===== src/rtl/axi_lite_pkg.sv =====
// Shared AXI-Lite types: response codes and the byte-strobe merge of one data word.
package axi_lite_pkg;

  typedef enum logic [1:0] {
    OKAY   = 2'b00,
    EXOKAY = 2'b01,
    SLVERR = 2'b10,
    DECERR = 2'b11
  } resp_t;

  localparam int unsigned MaxDataWidth = 64;
  localparam int unsigned MaxStrbWidth = MaxDataWidth / 8;

  // Lanes with strb set take new_word; others keep old_word. Narrower words zero-extend in.
  function automatic logic [MaxDataWidth-1:0] strb_merge(
    input logic [MaxDataWidth-1:0] old_word,
    input logic [MaxDataWidth-1:0] new_word,
    input logic [MaxStrbWidth-1:0] strb
  );
    logic [MaxDataWidth-1:0] merged;
    for (int i = 0; i < int'(MaxStrbWidth); i++) begin
      merged[8*i +: 8] = strb[i] ? new_word[8*i +: 8] : old_word[8*i +: 8];
    end
    return merged;
  endfunction

endpackage


===== src/rtl/axi_lite_sub_wr.sv =====
// AXI-Lite write side: independent AW/W holding slots, commit, and B channel.
// Emits a one-cycle write strobe (enable/word index/data/strobe) toward the register bank.
module axi_lite_sub_wr
  import axi_lite_pkg::*;
#(
  parameter int unsigned ID_WIDTH   = 1,
  parameter int unsigned ADDR_WIDTH = 32,
  parameter int unsigned DATA_WIDTH = 32,
  parameter int unsigned STRB_WIDTH = DATA_WIDTH / 8,
  parameter int unsigned NUM_REGS   = 8
) (
  input  logic                  aclk,
  input  logic                  areset,
  input  logic                  awvalid,
  output logic                  awready,
  input  logic [ID_WIDTH-1:0]   awid,
  input  logic [ADDR_WIDTH-1:0] awaddr,
  input  logic                  wvalid,
  output logic                  wready,
  input  logic [DATA_WIDTH-1:0] wdata,
  input  logic [STRB_WIDTH-1:0] wstrb,
  output logic                  bvalid,
  input  logic                  bready,
  output logic [ID_WIDTH-1:0]   bid,
  output logic [1:0]            bresp,
  output logic                  wr_en_o,
  output logic [ADDR_WIDTH-1:0] wr_idx_o,
  output logic [DATA_WIDTH-1:0] wr_data_o,
  output logic [STRB_WIDTH-1:0] wr_strb_o
);

  localparam int unsigned AddrLsb = $clog2(STRB_WIDTH);

  logic                  aw_full_q, aw_full_d;
  logic [ID_WIDTH-1:0]   aw_id_q, aw_id_d;
  logic [ADDR_WIDTH-1:0] aw_idx_q, aw_idx_d;
  logic                  w_full_q, w_full_d;
  logic [DATA_WIDTH-1:0] w_data_q, w_data_d;
  logic [STRB_WIDTH-1:0] w_strb_q, w_strb_d;
  logic                  bvalid_q, bvalid_d;
  logic [ID_WIDTH-1:0]   bid_q, bid_d;
  resp_t                 bresp_q, bresp_d;
  logic                  commit;
  logic                  idx_ok;

  assign commit = aw_full_q && w_full_q && !bvalid_q;
  assign idx_ok = aw_idx_q < ADDR_WIDTH'(NUM_REGS);

  always_ff @(posedge aclk or posedge areset) begin
    if (areset) begin
      aw_full_q <= 1'b0;
      aw_id_q   <= '0;
      aw_idx_q  <= '0;
      w_full_q  <= 1'b0;
      w_data_q  <= '0;
      w_strb_q  <= '0;
      bvalid_q  <= 1'b0;
      bid_q     <= '0;
      bresp_q   <= OKAY;
    end else begin
      aw_full_q <= aw_full_d;
      aw_id_q   <= aw_id_d;
      aw_idx_q  <= aw_idx_d;
      w_full_q  <= w_full_d;
      w_data_q  <= w_data_d;
      w_strb_q  <= w_strb_d;
      bvalid_q  <= bvalid_d;
      bid_q     <= bid_d;
      bresp_q   <= bresp_d;
    end
  end

  // Capture and commit never coincide on a slot: capture needs it empty, commit needs it full.
  always_comb begin
    aw_full_d = aw_full_q;
    aw_id_d   = aw_id_q;
    aw_idx_d  = aw_idx_q;
    w_full_d  = w_full_q;
    w_data_d  = w_data_q;
    w_strb_d  = w_strb_q;
    bvalid_d  = bvalid_q;
    bid_d     = bid_q;
    bresp_d   = bresp_q;
    if (awvalid && !aw_full_q) begin
      aw_full_d = 1'b1;
      aw_id_d   = awid;
      aw_idx_d  = awaddr >> AddrLsb;
    end
    if (wvalid && !w_full_q) begin
      w_full_d = 1'b1;
      w_data_d = wdata;
      w_strb_d = wstrb;
    end
    if (bvalid_q && bready) begin
      bvalid_d = 1'b0;
    end
    if (commit) begin
      aw_full_d = 1'b0;
      w_full_d  = 1'b0;
      bvalid_d  = 1'b1;
      bid_d     = aw_id_q;
      bresp_d   = idx_ok ? OKAY : SLVERR;
    end
  end

  always_comb begin
    awready   = !aw_full_q;
    wready    = !w_full_q;
    bvalid    = bvalid_q;
    bid       = bid_q;
    bresp     = bresp_q;
    wr_en_o   = commit && idx_ok;
    wr_idx_o  = aw_idx_q;
    wr_data_o = w_data_q;
    wr_strb_o = w_strb_q;
  end

endmodule


===== src/rtl/axi_lite_sub_regs.sv =====
// AXI-Lite subordinate register bank: NUM_REGS byte-strobed RW words plus a read-only
// status word at index NUM_REGS; everything else answers SLVERR.
module axi_lite_sub_regs
  import axi_lite_pkg::*;
#(
  parameter int unsigned ID_WIDTH   = 1,
  parameter int unsigned ADDR_WIDTH = 32,
  parameter int unsigned DATA_WIDTH = 32,
  parameter int unsigned STRB_WIDTH = DATA_WIDTH / 8,
  parameter int unsigned NUM_REGS   = 8
) (
  input  logic                           aclk,
  input  logic                           areset,
  input  logic                           awvalid,
  output logic                           awready,
  input  logic [ID_WIDTH-1:0]            awid,
  input  logic [ADDR_WIDTH-1:0]          awaddr,
  input  logic [2:0]                     awprot,
  input  logic                           wvalid,
  output logic                           wready,
  input  logic [DATA_WIDTH-1:0]          wdata,
  input  logic [STRB_WIDTH-1:0]          wstrb,
  output logic                           bvalid,
  input  logic                           bready,
  output logic [ID_WIDTH-1:0]            bid,
  output logic [1:0]                     bresp,
  input  logic                           arvalid,
  output logic                           arready,
  input  logic [ID_WIDTH-1:0]            arid,
  input  logic [ADDR_WIDTH-1:0]          araddr,
  input  logic [2:0]                     arprot,
  output logic                           rvalid,
  input  logic                           rready,
  output logic [ID_WIDTH-1:0]            rid,
  output logic [DATA_WIDTH-1:0]          rdata,
  output logic [1:0]                     rresp,
  output logic [NUM_REGS*DATA_WIDTH-1:0] regs_o,
  output logic [NUM_REGS-1:0]            wr_pulse_o,
  input  logic [DATA_WIDTH-1:0]          status_i
);

  localparam int unsigned AddrLsb = $clog2(STRB_WIDTH);

  logic                  wr_en;
  logic [ADDR_WIDTH-1:0] wr_idx;
  logic [DATA_WIDTH-1:0] wr_data;
  logic [STRB_WIDTH-1:0] wr_strb;

  logic [DATA_WIDTH-1:0] regs_q [NUM_REGS];
  logic [DATA_WIDTH-1:0] regs_d [NUM_REGS];
  logic [NUM_REGS-1:0]   pulse_q, pulse_d;

  logic                  rvalid_q, rvalid_d;
  logic [ID_WIDTH-1:0]   rid_q, rid_d;
  logic [DATA_WIDTH-1:0] rdata_q, rdata_d;
  resp_t                 rresp_q, rresp_d;
  logic [ADDR_WIDTH-1:0] ar_idx;
  logic [DATA_WIDTH-1:0] rd_data;
  resp_t                 rd_resp;

  logic unused_prot;
  assign unused_prot = ^{awprot, arprot};

  axi_lite_sub_wr #(
    .ID_WIDTH   (ID_WIDTH),
    .ADDR_WIDTH (ADDR_WIDTH),
    .DATA_WIDTH (DATA_WIDTH),
    .STRB_WIDTH (STRB_WIDTH),
    .NUM_REGS   (NUM_REGS)
  ) u_wr (
    .aclk      (aclk),
    .areset    (areset),
    .awvalid   (awvalid),
    .awready   (awready),
    .awid      (awid),
    .awaddr    (awaddr),
    .wvalid    (wvalid),
    .wready    (wready),
    .wdata     (wdata),
    .wstrb     (wstrb),
    .bvalid    (bvalid),
    .bready    (bready),
    .bid       (bid),
    .bresp     (bresp),
    .wr_en_o   (wr_en),
    .wr_idx_o  (wr_idx),
    .wr_data_o (wr_data),
    .wr_strb_o (wr_strb)
  );

  always_ff @(posedge aclk or posedge areset) begin
    if (areset) begin
      for (int k = 0; k < int'(NUM_REGS); k++) begin
        regs_q[k] <= '0;
      end
      pulse_q  <= '0;
      rvalid_q <= 1'b0;
      rid_q    <= '0;
      rdata_q  <= '0;
      rresp_q  <= OKAY;
    end else begin
      for (int k = 0; k < int'(NUM_REGS); k++) begin
        regs_q[k] <= regs_d[k];
      end
      pulse_q  <= pulse_d;
      rvalid_q <= rvalid_d;
      rid_q    <= rid_d;
      rdata_q  <= rdata_d;
      rresp_q  <= rresp_d;
    end
  end

  always_comb begin
    pulse_d = '0;
    for (int k = 0; k < int'(NUM_REGS); k++) begin
      regs_d[k] = regs_q[k];
      if (wr_en && (wr_idx == ADDR_WIDTH'(k))) begin
        regs_d[k]  = DATA_WIDTH'(strb_merge(MaxDataWidth'(regs_q[k]), MaxDataWidth'(wr_data),
                                            MaxStrbWidth'(wr_strb)));
        pulse_d[k] = 1'b1;
      end
    end
  end

  // Read decode uses pre-edge register contents, so a same-edge commit is not visible.
  always_comb begin
    ar_idx  = araddr >> AddrLsb;
    rd_data = '0;
    rd_resp = SLVERR;
    for (int k = 0; k < int'(NUM_REGS); k++) begin
      if (ar_idx == ADDR_WIDTH'(k)) begin
        rd_data = regs_q[k];
        rd_resp = OKAY;
      end
    end
    if (ar_idx == ADDR_WIDTH'(NUM_REGS)) begin
      rd_data = status_i;
      rd_resp = OKAY;
    end
  end

  always_comb begin
    rvalid_d = rvalid_q;
    rid_d    = rid_q;
    rdata_d  = rdata_q;
    rresp_d  = rresp_q;
    if (rvalid_q && rready) begin
      rvalid_d = 1'b0;
    end
    if (arvalid && !rvalid_q) begin
      rvalid_d = 1'b1;
      rid_d    = arid;
      rdata_d  = rd_data;
      rresp_d  = rd_resp;
    end
  end

  for (genvar g = 0; g < int'(NUM_REGS); g++) begin : g_regs_out
    assign regs_o[g*DATA_WIDTH +: DATA_WIDTH] = regs_q[g];
  end

  always_comb begin
    wr_pulse_o = pulse_q;
    arready    = !rvalid_q;
    rvalid     = rvalid_q;
    rid        = rid_q;
    rdata      = rdata_q;
    rresp      = rresp_q;
  end

endmodule


===== config.mk =====
export PLATFORM = sky130hd
export DESIGN_NAME = axi_lite_sub_regs
export DESIGN_NICKNAME = d
export VERILOG_FILES = /design/src/rtl/axi_lite_pkg.sv /design/src/rtl/axi_lite_sub_wr.sv /design/src/rtl/axi_lite_sub_regs.sv
export SDC_FILE = /design/constraint.sdc
export NUM_CORES = 1
export LEC_CHECK = 0
export CAP_MARGIN = 40
export CORE_ASPECT_RATIO = 0.8
export CORE_MARGIN = 3
export CORE_UTILIZATION = 47
export CTS_BUF_LIST = sky130_fd_sc_hd__clkbuf_4
export DETAILED_ROUTE_END_ITERATION = 10
export DONT_BUFFER_PORTS = 1
export GPL_TIMING_DRIVEN = 0
export HOLD_SLACK_MARGIN = 0.1
export PLACE_DENSITY = 0.6
export SYNTH_ARGS = -nofsm -noshare
export SYNTH_HDL_FRONTEND = slang
export SYNTH_SLANG_ARGS = --single-unit

===== constraint.sdc =====
create_clock -name aclk -period 11.4 [get_ports aclk]
set_clock_uncertainty 0.2 [all_clocks]
set_input_delay 1.71 -clock aclk [delete_from_list [all_inputs] [get_ports aclk]]
set_output_delay 1.71 -clock aclk [all_outputs]
set_load 0.005 [all_outputs]

# [Word level (Yosys, flattened, before mapping)]
# Index checks and enable logic that the tools add are counted.
[totals] ff_bits=373 latchBits=0 ram_bits=0 rom_bits=0 out_inout_bits=307 word_cells=155 mem_count=0
[classes] addsub=0 multipliers=0 n_div=0 magnitude_cmp=1 eq_ne=15 shifts=0 mux=35 bitwise_logic=0 reduce_logical=58
[ops] cell="32-bit two-way mux" n=9
[ops] cell="30-bit by 3-bit == test with 1-bit output, second input constant" n=8
[ops] cell="30-bit by 2-bit == test with 1-bit output, second input constant" n=4
[ops] cell="32-bit logical NOT" n=2
[ops] cell="2-bit AND reduction" n=32
[ops] cell="30-bit by 1-bit == test with 1-bit output, second input constant" n=2
[ops] cell="30-bit by 4-bit == test with 1-bit output, second input constant" n=1
[ops] cell="30-bit by 4-bit < comparator with 1-bit output, second input constant" n=1
[ops] cell="2-bit two-way mux" n=10
[ops] cell="1-bit logical AND" n=16
[ops] cell="1-bit two-way mux" n=16
[ops] cell="2-bit nonzero test" n=4
[ops] cell="1-bit logical NOT" n=4

# [Logic depth before layout (Yosys ltp)]
# Gate-level depths: netlist (run 1).
[logic_depth] depth_word=10 mapped_depth=8

# [Modules after synthesis]
# From an unflattened synthesis (run 1), not the netlist that was laid out.
[unflattened] hier_cells=1198 area_unflattened_um2=16432.0
[by_module_without_submodules] mod="axi_lite_sub_regs" instances=1 cells_each=1025 area_per_inst_um2=13659.4 seq_area_each_um2=7482.2
[by_module_without_submodules] mod="axi_lite_sub_wr" instances=1 cells_each=173 area_per_inst_um2=2772.7 seq_area_each_um2=1801.7

# [Worst setup path before layout (run 1)]
# OpenSTA, ideal clock, no wires.
[synth_path] kind="input -> register" start="input araddr[7]" end="register rdata_q[10] (netlist: rdata[10])" setup_time_ns=0.077 t_arrival_ns=3.642 slack_ns=7.481 stages=7 path_buffers=1 path_cell_list="or4_1 > or3_1 > nor3_1 > nand2_1 > buf_2 > o221a_2 > a21oi_1"
[synth_via] elab_chain_cells=10 word_cells_on_any_way=18 cone_classes="eq/ne (8); mux (9); reduce/logical (1)"
[synth_rtl] item="start, declared" line="axi_lite_sub_regs.sv:30" text="input logic [ADDR_WIDTH-1:0] araddr,"
[synth_rtl] item="32-bit logical NOT" line="axi_lite_sub_regs.sv:131" text="if (ar_idx == ADDR_WIDTH'(k)) begin"
[synth_rtl] item="32-bit two-way mux (8 in series)" line="axi_lite_sub_regs.sv:131"
[synth_rtl] item="32-bit two-way mux (*)" line="axi_lite_sub_regs.sv:136" text="if (ar_idx == ADDR_WIDTH'(NUM_REGS)) begin"
[synth_rtl] item="end signal, assigned" line="axi_lite_sub_regs.sv:108" text="rdata_q <= rdata_d;"
[synth_rtl] item="end, declared" line="axi_lite_sub_regs.sv:55" text="logic [DATA_WIDTH-1:0] rdata_q, rdata_d;"
# Every way passes the cells marked *; elsewhere a longest branch is shown, timed or not.
# A chain may end at the register's enable or synchronous reset.

# [Final worst setup path (run 1)]
[layout_path] start="input araddr[3]" end="register rdata_q[16] (netlist: rdata[16])"
# Same word-level chain as after synthesis.

==> results of run 1 <==
-- critical path, stage by stage --
cell      delay [ns]
clkbuf_1        0.52
buf_1           0.57
buf_8           0.23
buf_1           0.57
buf_8           0.24
mux4_2          0.31
a222oi_1        0.43
a31oi_1         0.14
-- sequential cells by signal (all words and copies together) (netlist names), 4 cells and up --
signal,cells
rdata,32
regs_o,256
u_wr.wr_data_o,32
u_wr.wr_idx_o,30
u_wr.wr_strb_o,4
wr_pulse_o,8
-- metal layers --
metal,share of wire,track usage,vias to the layer above
met1,0.40,0.4082,5821
met3,0.11,0.1480,108
met4,0.027,0.09947,2
li1,-,-,4664
met5,0.00019,0,-
met2,0.46,0.4864,522
-- layout by cell type (no fill, tap or decap), drive strengths merged, types with 5 or more instances in the layout --
cell,netlist,final
o221ai,6,6
inv,12,12
dfrtp,371,371
a22oi,11,11
mux2,333,333
nor4,13,13
nor3,12,12
and3,13,13
nand2,88,88
o221a,6,6
nor2,35,35
a31oi,15,15
clkbuf,28,168
nor2b,11,11
mux2i,40,40
clkinv,0,15
a2bb2oi,10,10
o22a,7,7
or4,5,5
mux4,27,27
o21ai,15,15
buf,26,61
a21oi,29,29
o22ai,8,8
-- through the flow --
stage	power [W]	std cells	setup slack [ns]
after floorplan	0.001902	1168	4.510
after detailed placement	0.002095	1668	6.353
after CTS	0.003233	1826	7.186
final	0.003206	1830	7.076
after global placement	0.002058	1633	2.332
after global routing	0.003371	1828	7.081
-- cells by family (layout without fill, tap and decap cells) --
kind of cell | count (synthesis) | in the layout | share of synthesized area
buffers and inverters | 66 | 259 | 0.01643
and+or+nand+nor | 199 | 199 | 0.06436
muxes | 400 | 400 | 0.2934
other | 1 | 6 | 0.0002302
DFF | 371 | 371 | 0.5698
AOI/OAI and AO/OA | 130 | 130 | 0.05568
-- area by class of cell --
class,instances,area [sq um],area share
flip-flops and latches,371,9284,0.4989
multi-input cells,731,6761,0.3633
clock buffers,140,1051,0.05647
well taps,465,581.8,0.03126
repair buffers,35,528.0,0.02837
plain buffers,54,224.0,0.01203
clock inverters,18,121.4,0.006521
inverters,12,48.80,0.002622
diodes,4,10.01,0.0005379
-- path summary, 6_finish.rpt --
path / from / end / slack, ns
worst min register to register: u_wr.wr_idx_o[13] / u_wr.wr_idx_o[13] / 0.30
max in group asynchronous: areset / regs_o[103] / 8.87
min in group asynchronous: areset / rdata[8] / 0.66
worst min-delay path: u_wr.wr_idx_o[13] / u_wr.wr_idx_o[13] / 0.30
worst max-delay path: araddr[3] / rdata[16] / 7.08
worst max register to register: u_wr.wr_idx_o[15] / regs_o[151] / 8.00
-- power by group --
group          switching, W  internal, W  total (W)  leakage, nW
combinational      0.000203     0.000192   0.000395         3.33
clock              0.000533     0.000600    0.00113        0.703
sequential         0.000209      0.00147    0.00168         4.96
==> results list, run 1 <==
- Pin count of the biggest net entering global routing: 38
* Via count of the first global-routing pass: 11610
- The area growth from synthesis to layout is 14.23%.
- The first global-routing pass estimated 85220 um of wire.
- Synth Instances: 1167
- Number of resized instances in the post-cts repair step: 0
- Routed WL: 59420 um
* Worst-path maximum fanout: 9
- Count of final max-slew check failures: 0
- In this run the static leakage power is 8.988 nW.
* Detailed Place HPWL: 44200 um
- The clock tree synthesis step divided the H-tree into 3 levels.
* Grt total ovfl: 0
- Measured along the y axis, the die boundary spans 172.5 um.
* Core utilization of the finished layout: 0.5485
- CTS hold repair buffers: 0
- Area contributors post-synth: dfrtp_1 57%, mux2_2 22%, mux4_2 3.7%, mux2i_1 2.5%, nand2_1 1.8%
* Area of the placeable core: 0.03393 sq mm
- For this run, the total global-route usage over all layers was measured as 0.3189.
- TritonCTS built the clock tree.
* RSZ-0062 raised after global routing: false
* Initial antenna violation count: 3
- Share of flip-flops with an asynchronous set or reset after synthesis: 1.000
- The tool flagged a number of max-cap violations equal to 0.
* Final Cycle Share: 0.3793
* Routed vias/inst: 6.075
- Yosys top cell area share: 0.5698
- Setup violations remaining at the end of the flow were counted as 0.
- For this block, the initial DRC count from the detailed router was 766.
- Worst relative slew slack: 0.3635
* Final sum of negative setup slack: 0 ns
* Standard-cell rows: 60
- Most numerous cell in the Yosys netlist: dfrtp_1
* Ports: 454
- Summing every instance area after synthesis gives 0.01629 sq mm.
- Post-route standard cell area excluding fillers: 0.01861 sq mm
- Die outline width: 214.2 um
- # DRC: 0
* P per Cell Area: 172.3 mW/mm^2
* Worst-path clk slew: 0.06 ns
- Gpl congestion: 0.8627
- Count of input and output buffers: 0
* Post-synthesis cell type count: 56
- The clock drives 371 sinks.
- At the worst endpoint, the arrival time is 4.73 ns.
- Clock latency on the worst-skew pair, taken at its later pin, is 0.77 ns.
- Via Count: 11120
* Share of post-route cells with drive strength above 1: 0.4232
- Predominant post-synthesis flop cell: dfrtp_1
* TritonCTS Buffers: 94
- For this run, the register share of the synthesized area comes to 0.5698.
- The placed instances occupy a cell area of 0.01743 sq mm.
* Worst hold margin: 0.3041 ns
- Final critical-path required period: 4.324 ns
- Fmax: 0.2313 GHz
- Counting the fill cells in the layout gives 2931.
- Die area: 0.03695 sq mm
- Number of nets with antenna violations after routing: 0
- Synthesis inferred 371 register bits.
- Path depth of the worst reg2reg path: 6
- Result of the run: completed
* Number of warnings issued by yosys: 0
* Average routed wire per standard cell: 32.47 um
* Max rail drop VDD: 0.1006 mV
- Counting instances, the worst hold path has a depth of 1.
* CP Class: in -> reg
- Crit. End Element: flip-flop
- Initial Utilization: 0.4801
- Synthesized area divided by synthesized cell count: 13.96 sq um
- Cell at the root of the clock tree: clkbuf_4
- The largest total area in the synthesized netlist belongs to dfrtp_1.
- Data required time of the critical path: 11.81 ns
- Least-Margin Pin Slew: 0.9460 ns
- The pre-antenna-repair detailed-routing pass consisted of 6 iterations.
- The total count of hold-check failures in the final report came to 0.
- The worst setup path is launched from an input port.
- The worst hold path belongs to the class reg -> reg.
- Commonest cells post-synth: 371 x dfrtp_1, 320 x mux2_2, 80 x nand2_1
- Number of nets in the final layout: 1446
* CTS Buffer Depth: 3
- Post CTS Setup Buffer Count: 0
- Post-synth EDFFs: 0
Note: power is estimated with default switching activity, not from simulation.
==> run 2, diff against run 1 <==
PLACE_DENSITY = 0.58   (was 0.6)
clock period = 4.15 ns   (was 11.4 ns; I/O delays follow)
==> results list, run 2 (synthesis gave the netlist of run 1 again) <==
- Sw power: 0.002677 W (was 0.0009460 W)
- The CTS sink count came to 371 (unchanged).
- Dividing the final minimum period by the clock period gives 0.8235.
* TritonCTS Buffers: 94 (unchanged)
- Counting I/O delays and the setup requirement, the final critical path takes 3.418 ns.
- The arrival time at the worst endpoint is 3.87 ns (was 4.73 ns).
- The total number of H-tree levels was 3 (unchanged).
* Data required time of the critical path: 4.60 ns (was 11.81 ns)
* Routed WL: 59950 um (was 59420 um)
- The maximum net fanout on the critical path came to 8 (was 9).
* Average routed wire per standard cell: 31.00 um (was 32.47 um)
- The number of buffer cells added on primary ports is 0 (unchanged).
- The violation count after the first detailed-routing iteration was 940 (was 766).
- The placer's final routability congestion estimate came to 0.8932 (was 0.8627).
- Part of the total power dissipated in combinational logic: 0.131 (was 0.123)
- Standard-cell rows: 60 (unchanged)
- Internal power of the cells: 0.006233 W (was 0.002260 W)
- Fmax: 0.2926 GHz
- Crit. End Element: flip-flop (unchanged)
- The total of endpoints with negative setup slack in the final report came to 0 (unchanged).
* Area of the placeable core: 0.03393 sq mm (unchanged)
- The detailed-routing iteration count for the pre-antenna-repair pass was 5 (was 6).
- CP Class: reg -> reg (was in -> reg)
- The number of setup buffers added after CTS came to 0 (unchanged).
- The via count of the routed design was 11520 (was 11120).
- Via count of the first global-routing pass: 12050 (was 11610)
- Leading cell types in the layout, fill and taps excluded: 371 x dfrtp_1, 320 x mux2_2, 136 x clkbuf_4, 110 x dlygate4sd3_1, 80 x nand2_1 (was 371 x dfrtp_1, 320 x mux2_2, 140 x clkbuf_4, 80 x nand2_1, 40 x mux2i_1)
* Grt total ovfl: 0 (unchanged)
- The quantity of hold-fixing buffers added after cts was 110 (was 0).
- The number of pins with negative max-slew slack in the final report was 0 (unchanged).
- P per Cell Area: 453.9 mW/mm^2 (was 172.3 mW/mm^2)
* First-pass GRT wire length: 87020 um (was 85220 um)
- Die area: 0.03695 sq mm (unchanged)
* Post-layout total power: 0.008910 W (was 0.003206 W)
* Die outline width: 214.2 um (unchanged)
- Initial Utilization: 0.4801 (unchanged)
- Hold Fails Final Rpt: 0 (unchanged)
* Clock share of power: 0.350 (was 0.354)
- The setup TNS is 0 ns (unchanged).
* Clock latency on the worst-skew pair: 0.80 ns (was 0.77 ns)
- The clock tree root buffer cell was clkbuf_4 (unchanged).
- Initial antenna violation count: 1 (was 3)
- RSZ-0062 raised after global routing: false (unchanged).
* Number of resized instances in the post-cts repair step: 0 (unchanged)
- Multi-input gate area in the final layout: 0.006761 sq mm (unchanged)
- Worst-path clk slew: 0.06 ns (about the same)
- Die height: 172.5 um (unchanged)
- Routed vias/inst: 5.957 (was 6.075)
* Worst relative slew slack: 0.3874 (was 0.3635)
* Most common cell after layout, fill and taps aside: dfrtp_1 (unchanged)
- The flip-flop count of the largest register after layout was 256 (unchanged).
- Pin count of the biggest net entering global routing: 38 (unchanged)
- Result of the run: completed (unchanged).
- # DRC: 0 (unchanged)
- Number of nets in the final layout: 1554 (was 1446)
- Static leakage: 9.414 nW (was 8.988 nW)
- The final antenna-violating net count is 0 (unchanged).
- Hold crit path type: in -> reg (was reg -> reg)
* Register cell area after layout: 0.009284 sq mm (unchanged)
- The nature of the critical path startpoint is a flip-flop (was input port).
* Fill cells: 2890 (was 2931)
- All-Layer GR Usage: 0.3233 (was 0.3189)
- CTS Buffer Depth: 3 (unchanged)
* Ports: 454 (unchanged)
- TritonCTS clock tree: built (unchanged)
- Switching share of total power: 0.3004 (was 0.2951)
* Least-Margin Pin Slew: 0.9189 ns (was 0.9460 ns)
* Share of post-route cells with drive strength above 1: 0.3903 (was 0.4232)
- The share of total power in sequential cells is 0.519 (was 0.523).
- The HPWL reported at the end of detailed placement was 43900 um (was 44200 um).
- The area growth from synthesis to final layout came to 20.47% (was 14.23%).
* Max rail drop VDD: 0.2644 mV (was 0.1006 mV)
* Max Cap Viol: 0 (unchanged)
run 2: changes by cell type in the layout (fill, tap and decap cells not counted), sizes merged:
cell and change:
clkinv +2, dlygate4sd3 +110, clkinvlp +1, diode -3, buf -2, clkbuf -4
run 2: final timing paths:
path	from	to	slack (ns)	cells past startpoint
max in group asynchronous	areset	u_wr.wr_idx_o[7]	2.42	3
min in group asynchronous	areset	u_wr.wr_idx_o[12]	0.25	3
worst min-delay path	araddr[4]	rdata[7]	0.17	4
worst min register to register	u_wr.wr_idx_o[11]	u_wr.wr_idx_o[11]	0.30	1
worst max register to register	u_wr.wr_idx_o[15]	regs_o[117]	0.73	7
worst max-delay path	u_wr.wr_idx_o[15]	regs_o[117]	0.73	7
run 2: power groups by stage:
stage               combinational (W)  clock, W  sequential [W]
finish                        0.00117   0.00312         0.00463
global route                  0.00126   0.00340         0.00470
CTS                           0.00117   0.00319         0.00462
detailed placement            0.00107         0         0.00468
global placement             0.000992         0         0.00468
floorplan                    0.000790         0         0.00443
run 2: final cells by class:
class	count	area share
sequential	371	0.4730
multi-input combinational	731	0.3445
timing repair buffer	143	0.07956
clock buffer	136	0.05202
tap	465	0.02964
buffer	54	0.01147
clock inverter	21	0.007203
inverter	12	0.002486
antenna	1	0.0001275
run 2: worst max-delay path, stage by stage (launching register included):
cell,delay (ns)
dfrtp_1,0.38
or4_1,0.59
or4_4,0.59
nor3_2,0.22
and3_2,0.21
buf_2,0.21
nand2_1,0.43
mux2_2,0.43
run 2: metal layers:
layer	vias up	part of all wire	wire length, um	track usage
li1	4873	-	-	-
met1	6012	0.41	24570	0.4189
met2	557	0.46	27400	0.4965
met3	78	0.11	6704	0.1496
met4	0	0.021	1277	0.08202
met5	-	0	0	0
run 2: metrics by stage:
step           instances  setup slack (ns)    util  area, sq um  hold slack, ns
3_5_place_dp        1666            0.4093  0.5117        17360          0.2903
4_1_cts             1933            0.7245  0.5784        19630          0.1098
2_1_floorplan       1168            -1.653       -        16300          0.2697
3_3_place_gp        1633            -3.850  0.4975        16880          0.2821
5_1_grt             1934            0.6314  0.5784        19630          0.1231
6_report            1934            0.7323  0.5784        19630          0.1712
